**src/rtl/decoder_frame_arbiter.sv**
```systemverilog
// Shares one decoder syndrome stream among NUM_REQ sources, one whole frame at a time,
// and routes each result frame back to its submitter through an in-order tag queue.
//   state  | meaning
//   S_IDLE | no grant held; pick the next requester round-robin if a tag is free
//   S_FWD  | pass the granted requester's words through until its terminator
module decoder_frame_arbiter #(
    parameter int          NUM_REQ    = 2,
    parameter int          TAG_DEPTH  = 4,
    parameter logic [31:0] TERMINATOR = 32'hffffffff
) (
    input  logic                        clk,
    input  logic                        reset,
    input  logic [32*NUM_REQ-1:0]       req_data,
    input  logic [NUM_REQ-1:0]          req_valid,
    output logic [NUM_REQ-1:0]          req_ready,
    output logic [31:0]                 dec_in_data,
    output logic                        dec_in_valid,
    input  logic                        dec_in_ready,
    input  logic [31:0]                 dec_out_data,
    input  logic                        dec_out_valid,
    output logic                        dec_out_ready,
    output logic [31:0]                 rsp_data,
    output logic [NUM_REQ-1:0]          rsp_valid,
    input  logic [NUM_REQ-1:0]          rsp_ready,
    output logic [$clog2(TAG_DEPTH):0]  in_flight,
    output logic [15:0]                 last_cycles,
    output logic [7:0]                  last_iters
);

    localparam int GW = (NUM_REQ > 1) ? $clog2(NUM_REQ) : 1;
    localparam int PW = $clog2(TAG_DEPTH);
    localparam logic [PW:0] DEPTH_L = (PW+1)'(TAG_DEPTH);

    typedef enum logic {S_IDLE, S_FWD} in_state_t;

    in_state_t       state, state_nxt;
    logic [GW-1:0]   grant, grant_nxt;
    logic [GW-1:0]   rr_ptr, rr_ptr_nxt;
    logic [GW-1:0]   pick;
    logic [GW-1:0]   tag_mem [TAG_DEPTH];
    logic [PW-1:0]   wr_ptr, rd_ptr;
    logic [PW:0]     count;
    logic [GW-1:0]   head;
    logic            q_empty;
    logic            push, pop, out_first, out_hs;
    int              best_d, d;

    // Round-robin: smallest distance past rr_ptr wins.
    always_comb begin
        pick   = rr_ptr;
        best_d = NUM_REQ;
        d      = 0;
        for (int j = 0; j < NUM_REQ; j++) begin
            if (req_valid[j]) begin
                d = (j + 2*NUM_REQ - int'(rr_ptr) - 1) % NUM_REQ;
                if (d < best_d) begin
                    best_d = d;
                    pick   = GW'(j);
                end
            end
        end
    end

    always_comb begin
        state_nxt    = state;
        grant_nxt    = grant;
        rr_ptr_nxt   = rr_ptr;
        push         = 1'b0;
        req_ready    = '0;
        dec_in_data  = '0;
        dec_in_valid = 1'b0;
        case (state)
            S_IDLE: begin
                if ((count < DEPTH_L) && (|req_valid)) begin
                    push      = 1'b1;
                    grant_nxt = pick;
                    state_nxt = S_FWD;
                end
            end
            S_FWD: begin
                for (int j = 0; j < NUM_REQ; j++) begin
                    if (grant == GW'(j)) begin
                        dec_in_data  = req_data[32*j +: 32];
                        dec_in_valid = req_valid[j];
                        req_ready[j] = dec_in_ready;
                    end
                end
                if (dec_in_valid && dec_in_ready && (dec_in_data == TERMINATOR)) begin
                    rr_ptr_nxt = grant;
                    state_nxt  = S_IDLE;
                end
            end
            default: state_nxt = S_IDLE;
        endcase
    end

    always_ff @(posedge clk) begin
        if (reset) begin
            state  <= S_IDLE;
            grant  <= '0;
            rr_ptr <= GW'(NUM_REQ - 1);
        end else begin
            state  <= state_nxt;
            grant  <= grant_nxt;
            rr_ptr <= rr_ptr_nxt;
        end
    end

    assign q_empty = (count == '0);
    assign head    = tag_mem[rd_ptr];

    always_comb begin
        rsp_valid     = '0;
        dec_out_ready = 1'b0;
        rsp_data      = '0;
        if (!q_empty) begin
            rsp_data = dec_out_data;
            for (int j = 0; j < NUM_REQ; j++) begin
                if (head == GW'(j)) begin
                    rsp_valid[j]  = dec_out_valid;
                    dec_out_ready = rsp_ready[j];
                end
            end
        end
    end

    assign out_hs    = dec_out_valid && dec_out_ready;
    assign pop       = out_hs && (dec_out_data == TERMINATOR);
    assign in_flight = count;

    // Tag storage needs no reset: entries are only read once pushed.
    always_ff @(posedge clk) begin
        if (push) tag_mem[wr_ptr] <= pick;
    end

    always_ff @(posedge clk) begin
        if (reset) begin
            wr_ptr      <= '0;
            rd_ptr      <= '0;
            count       <= '0;
            out_first   <= 1'b1;
            last_cycles <= '0;
            last_iters  <= '0;
        end else begin
            if (push) wr_ptr <= wr_ptr + 1'b1;
            if (pop)  rd_ptr <= rd_ptr + 1'b1;
            case ({push, pop})
                2'b10:   count <= count + 1'b1;
                2'b01:   count <= count - 1'b1;
                default: count <= count;
            endcase
            if (out_hs && out_first) begin
                last_cycles <= dec_out_data[15:0];
                last_iters  <= dec_out_data[23:16];
                out_first   <= 1'b0;
            end
            if (pop) out_first <= 1'b1;
        end
    end

endmodule
```
**config.mk**
```make
export PLATFORM = sky130hd
export DESIGN_NAME = decoder_frame_arbiter
export DESIGN_NICKNAME = d
export VERILOG_FILES = /design/src/rtl/decoder_frame_arbiter.sv
export SDC_FILE = /design/constraint.sdc
export NUM_CORES = 1
export LEC_CHECK = 0
export ABC_AREA = 1
export ABC_CLOCK_PERIOD_IN_PS = 5500
export CAP_MARGIN = 10
export CORE_MARGIN = 3
export CORE_UTILIZATION = 38
export DETAILED_ROUTE_END_ITERATION = 7
export GPL_TIMING_DRIVEN = 0
export HOLD_SLACK_MARGIN = 0.06
export PLACE_DENSITY = 0.86
export RECOVER_POWER = 50
export SLEW_MARGIN = 5
export SYNTH_ARGS = -nofsm -noshare
export SYNTH_HDL_FRONTEND = slang
export SYNTH_SLANG_ARGS = --single-unit
export TNS_END_PERCENT = 30
```
**constraint.sdc**
```tcl
create_clock -name clk -period 5.5 [get_ports clk]
set_clock_uncertainty 0.2 [all_clocks]
set_input_delay 1.375 -clock clk [delete_from_list [all_inputs] [get_ports clk]]
set_output_delay 1.375 -clock clk [all_outputs]
set_load 0.01 [all_outputs]
```
==> metrics, run 1 <==
Reg area 861 µm²; FF+latch count, synth 41; Placer Congestion 0.839; setup TNS 0 ns; Max Fclk 223 MHz; vias in the first global route 3,839; max-cap viol count 0; Top delay family on crit path buffers and inverters; Post-Syn Area 2840 µm²; clock buffer depth 2; Syn Area/Cell about 5.9 µm²; Post-Syn Nets 589; met2 Usage GRT 48.4%; largest cells by area after synthesis dfxtp_1 26%, nand2_1 19%, a21oi_1 10%; largest area contributor in the netlist dfxtp_1; IO buf count 199; crit start category input port; area of the multi-input gates about 1600 µm²; clk root buf clkbuf_8; H-tree depth 2; hpwl dp 9.24 mm; final WL between 10 and 15 mm; IO Pins 201; GRT overflow 0; antenna violations before repair 0; First-pass DRT Iterations 4; Leak 2.22 nW; total track usage 25.2%; WL per Instance 14.1 µm; grt peak-use layer met2; clock-pin slew of the registers on the worst-case setup and hold paths 0.08 ns; Setup crit end kind primary output; CP max stage cell clkdlybuf4s50_1; number of vias per cell between 4 and 5; Hold Vio Cnt, Final 0; GR Util met1 25.2%; Synth top area share 26.1%; Hold WC Path Type flip-flop to flip-flop; Post-route DRC 0; die area 8550 µm²; Seq/Total Area, Yosys between 30% and 40%; die width approximately 90 µm; Critical Path RT between 3 and 4 ns; Pwr per Cell Area 195 nW/µm²; Unique masters post-synth 27; Clk Latency, worst-skew pair roughly 0.29 ns; Yosys warnings 0; CTS sink count 41; first-pass GRT wire length around 17 mm; Worst Path Max Fanout 3; delay of the slowest critical-path stage 0.56 ns; Slew headroom 50.1%; # rows 30; VDD IR-drop max between 0.1 and 0.15 mV; Die Height 92.5 µm; # Post-CTS Setup Buffers 0; crit path buf inv count 4; Setup Viol. Count Final 0; Layout fillers 586; layout cell share with drive strength beyond 1 ~3.4%; Slew Viols, Final 0; largest net degree at the start of global routing 13; Starting DRT DRC Count 143; Syn-to-layout area delta 77.4%; CTS tree built; crit share post-route 81.4%; fin nets just under 800; Worst Max-Slew Pin Slew 0.746 ns; Gates resized, CTS repair 0; worst path cell trace dlygate4sd3_1 > inv_1 > nor2_1 > clkinv_1 > a21oi_1 > clkdlybuf4s50_1; critical path type input port to primary output; Worst Path Arrival 2.90 ns; outcome complete, no violations; Starting Density about two fifths; total power 0.981 mW; Hold Buf Count CTS 0; Cells after Synth 479; Final min period 4.48 ns; M3 GR Usage 7.80%; unrepaired setup endpoints after global routing false; TritonCTS buffer count 5; via count between 3,000 and 4,000; # diodes 0; core area 7020 µm²; Detail Route Antenna Nets 0
## Yosys cell counts (all sizes together)
cell type / number
nand3: 35
nor2: 74
dfxtp: 37
clkinv: 1
fa: 1
ha: 5
buf: 11
edfxtp: 4
o21ai: 16
a21oi: 59
nor3: 8
nand2: 146
xor2: 1
nand3b: 1
clkbuf: 13
nand4: 7
inv: 60
## through the flow
stage | worst slack, ns | hold slack (ns) | area (µm²) | util, % | instances
final | 1.02 | 0.262 | 5040 | 71.8 | 782
after global routing | 0.887 | 0.279 | 5040 | 71.8 | 782
after CTS | 1.16 | 0.263 | 5060 | 72.1 | 782
after detailed placement | 1.17 | 0.251 | 4950 | 70.6 | 774
after global placement | 1.18 | 0.247 | 4950 | 70.6 | 774
after floorplan | 2.11 | 0.246 | 2840 | - | 479
## worst min-delay path, stage by stage (launching register included)
cell     delay (ns)
dfxtp_1        0.31
nand2_1        0.06
a21oi_1        0.05
## cell usage in the layout, fill, tap and decap left out, types with 2 or more instances in the layout
cell type and count:
nor2_1 74, dlygate4sd3_1 30, buf_6 4, inv_1 57, edfxtp_1 4, o21ai_0 16, nor3_1 7, dfxtp_1 37
a21oi_1 59, nand3_2 2, ha_1 5, clkinv_1 2, buf_4 2, clkbuf_8 6, buf_2 3, clkdlybuf4s50_1 169
nand4_1 7, nand3_1 33, clkbuf_1 16, nand2_1 144
## where the power goes
part / internal (mW) / total (mW) / leakage [nW] / switching (mW)
clock: 0.130 / 0.232 / 0.0566 / 0.103
sequential: 0.318 / 0.328 / 0.338 / 0.0101
combinational: 0.217 / 0.421 / 1.83 / 0.204
## area by class of cell
type                            count  area share [%]
Timing Repair Buffer              199            39.5
Multi-Input combinational cell    353            31.6
Sequential cell                    41            17.1
Inverter                           61            4.60
Buffer                             24            2.61
Tap cell                           96            2.38
Clock buffer                        8            2.21
## sequential cells by signal, indices dropped and copies added (netlist names), named ones only
| signal | cells |
|---|---|
| last_cycles | 16 |
| last_iters | 8 |
| tag_mem | 4 |
| in_flight | 3 |
| rd_ptr | 2 |
| wr_ptr | 2 |
| grant | 1 |
| out_first | 1 |
| rr_ptr | 1 |
| state | 1 |
## cell families after synthesis
kind of cell	after synthesis	synth area share [%]
adders and majority gates	6	2.91
and+or+nand+nor	271	40.2
DFF	41	30.3
xor gates and xnor gates	1	0.308
AOI/OAI and AO/OA	75	13.2
buffers and inverters	85	13.0
## path summary, 6_finish.rpt
check | to | cells past startpoint | from | slack (ns)
setup / recovery | rsp_valid[0] | 6 | dec_out_valid | 1.02
hold reg to reg | last_cycles[5]$_SDFFE_PP0P_ | 2 | last_cycles[5]$_SDFFE_PP0P_ | 0.26
setup reg to reg | in_flight[2]$_SDFFE_PP0P_ | 13 | flip-flop | 2.97
hold / removal | last_cycles[5]$_SDFFE_PP0P_ | 2 | last_cycles[5]$_SDFFE_PP0P_ | 0.26
## routing by layer
metal,wire [µm],share of wire [%]
met1,3950,36
met3,1040,9.4
met5,0,0
met4,274,2.5
met2,5800,52
No activity file was read; power rests on OpenSTA's default activity.
==> run 2, diff against run 1 <==
--- a/config.mk
+++ b/config.mk
@@ -6,14 +6,14 @@
 export NUM_CORES = 1
 export LEC_CHECK = 0
 export ABC_AREA = 1
-export ABC_CLOCK_PERIOD_IN_PS = 5500
+export ABC_CLOCK_PERIOD_IN_PS = 4500
 export CAP_MARGIN = 10
 export CORE_MARGIN = 3
-export CORE_UTILIZATION = 38
+export CORE_UTILIZATION = 36
 export DETAILED_ROUTE_END_ITERATION = 7
 export GPL_TIMING_DRIVEN = 0
 export HOLD_SLACK_MARGIN = 0.06
-export PLACE_DENSITY = 0.86
+export PLACE_DENSITY = 0.82
 export RECOVER_POWER = 50
 export SLEW_MARGIN = 5
 export SYNTH_ARGS = -nofsm -noshare
==> constraint.sdc (replaced) <==
create_clock -name clk -period 4.5 [get_ports clk]
set_clock_uncertainty 0.2 [all_clocks]
set_input_delay 1.125 -clock clk [delete_from_list [all_inputs] [get_ports clk]]
set_output_delay 1.125 -clock clk [all_outputs]
set_load 0.01 [all_outputs]
==> run 2 against run 1 <==
Net effect: final cell count rose by 0.38%; non-clock buffer count did not move; die area rose by 5.2%; sequential cell count did not move; largest power group unchanged; cell area rose by 0.15%.
==> metrics, run 2 (same netlist as run 1, synthesis figures left out) <==
R2R Path End in_flight[2]$_SDFFE_PP0P_ (unchanged); Slew headroom 46.6% (was 50.1%); clk root buf clkbuf_8 (unchanged); Pwr per Cell Area 238 nW/µm² (was 195 nW/µm²); worst hold stages 2 (unchanged); # rows 31 (was 30); # diodes 0 (unchanged); Critical Path RT 3.17 ns (was 3.92 ns); IO buf count 199 (unchanged); Largest Register last_cycles (unchanged); Final min period 3.99 ns; Detail Route Antenna Nets 0 (unchanged); Gates resized, CTS repair 0 (unchanged); Inst Count DP 777 (was 774); outcome complete, no violations (unchanged); total power 1.20 mW (was 0.981 mW); Reg area 861 µm² (unchanged); most frequent cells in the layout 169 x clkdlybuf4s50_1, 144 x nand2_1, 74 x nor2_1 (unchanged); Setup crit end kind primary output (unchanged); H-tree depth 2 (unchanged); Clk Latency, worst-skew pair 0.29 ns (about the same); Hold WC Path Type flip-flop to flip-flop (unchanged); final WL 10.9 mm (was 11.1 mm); First-pass DRT Iterations 4 (unchanged); Hold Vio Cnt, Final 0 (unchanged); Setup Viol. Count Final 0 (unchanged); Worst Max-Slew Pin Slew 0.798 ns (was 0.746 ns); setup TNS 0 ns (unchanged); Hold Path Sink last_cycles[0]$_SDFFE_PP0P_ (was last_cycles[5]$_SDFFE_PP0P_); FF-to-FF path depth 11 (was 13); Layout fillers 661 (was 586); area of the multi-input gates 1590 µm² (unchanged); clock-pin slew of the registers on the worst-case setup and hold paths 0.08 ns (about the same); clock buffer depth 2 (unchanged); antenna violations before repair 0 (unchanged); Reg-to-Reg Start in_flight[0]$_SDFFE_PP0P_; fin nets 795 (unchanged); WL per Instance 13.9 µm (was 14.1 µm); HP Start last_cycles[0]$_SDFFE_PP0P_ (was last_cycles[5]$_SDFFE_PP0P_); number of vias per cell 4.83 (was 4.93); Largest register FFs 16 (unchanged); Worst Path Max Fanout 3 (unchanged); GRT overflow 0 (unchanged); via count 3,792 (was 3,855); IO Pins 201 (unchanged); CTS sink count 41 (unchanged); Final Util 67.7% (was 71.8%); crit start category input port (unchanged); Leak 2.22 nW (about the same); layout cell share with drive strength beyond 1 3.50% (was 3.35%); Hold Buf Count CTS 0 (unchanged); Worst Path Arrival 2.67 ns (was 2.90 ns); Syn-to-layout area delta 77.6% (was 77.4%); CTS tree built (unchanged); # Post-CTS Setup Buffers 0 (unchanged); VDD IR-drop max 0.120 mV (about the same); die width 94.8 µm (was 92.5 µm); Slew Viols, Final 0 (unchanged); core area 7450 µm² (was 7020 µm²); most common cell after layout, fill and taps aside clkdlybuf4s50_1 (unchanged); Max Fclk 251 MHz; Starting Density 38.1% (was 40.5%); crit share post-route approximately nine tenths; Starting DRT DRC Count 145 (was 143); critical path type input port to primary output (unchanged); TritonCTS buffer count 5 (unchanged); largest net degree at the start of global routing 14 (was 13); total track usage 23.7% (was 25.2%); Die Height 94.8 µm (was 92.5 µm); Cell Count, Final, Fillers Out 785 (was 782); max-cap viol count 0 (unchanged); hpwl dp 9.20 mm (was 9.24 mm); die area 8990 µm² (was 8550 µm²); flop2flop setup slack 1.91 ns (was 2.97 ns); first-pass GRT wire length 17.0 mm (was 17.5 mm); unrepaired setup endpoints after global routing false (unchanged); Post-route DRC 0 (unchanged); vias in the first global route 3,732 (was 3,839); Placer Congestion 0.828 (was 0.839); biggest regs last_cycles (16), last_iters (8), tag_mem (4) (unchanged)
run 2: cell count changes in the layout (fill, tap and decap cells not counted), sizes merged:
cell | previous run | this run
clkbuf | 23 | 22
clkinvlp | 0 | 1
run 2: routing by layer:
metal	track usage (%)	wire, µm
met4	8.17	202
met3	6.77	915
met5	0	0
met2	44.9	5820
met1	24.8	3970
run 2: worst max-delay path by stage:
stage                           startpoint                         to  cells past startpoint
after global routing         dec_out_valid               rsp_valid[0]                      6
after global placement       dec_out_valid               rsp_valid[0]                      6
after CTS                    dec_out_valid               rsp_valid[0]                      6
after floorplan           dec_out_data[23]  in_flight[2]$_SDFFE_PP0P_                     11
final                        dec_out_valid               rsp_valid[0]                      6
after detailed placement   dec_out_data[7]  in_flight[2]$_SDFFE_PP0P_                     12
run 2: cell type report:
type                       count  area share [%]
clock buffer                   7            2.13
inverter                      61            4.59
tap                           99            2.46
sequential                    41            17.1
timing repair buffer         199            39.5
clock inverter                 1           0.149
buffer                        24            2.60
multi-input combinational    353            31.5
run 2: through the flow:
stage / area [µm²] / worst slack [ns] / hold slack, ns
finish: 5040 / 0.509 / 0.257
global placement: 4960 / 0.667 / 0.247
global route: 5040 / 0.439 / 0.289
floorplan: 2840 / 1.51 / 0.246
CTS: 5070 / 0.635 / 0.264
detailed placement: 4960 / 0.602 / 0.251
run 2: critical path, stage by stage:
cell and delay (ns):
dlygate4sd3_1 0.53, inv_1 0.05, nor2_1 0.14, clkinv_1 0.12, a21oi_1 0.13, clkdlybuf4s50_1 0.56
run 2: power breakdown:
| part | switching (mW) | leakage (nW) | total [mW] | internal [mW] |
|---|---|---|---|---|
| Clock | 0.132 | 0.0556 | 0.290 | 0.158 |
| Sequential | 0.0118 | 0.338 | 0.400 | 0.388 |
| Combinational | 0.248 | 1.83 | 0.513 | 0.265 |
==> run 3, diff against run 2 <==
--- a/config.mk
+++ b/config.mk
@@ -15,6 +15,7 @@
 export HOLD_SLACK_MARGIN = 0.06
 export PLACE_DENSITY = 0.82
 export RECOVER_POWER = 50
+export SKIP_LAST_GASP = 1
 export SLEW_MARGIN = 5
 export SYNTH_ARGS = -nofsm -noshare
 export SYNTH_HDL_FRONTEND = slang
==> results of run 3 <==
No change in the layout: final DEF, timing and power equal those of run 2.
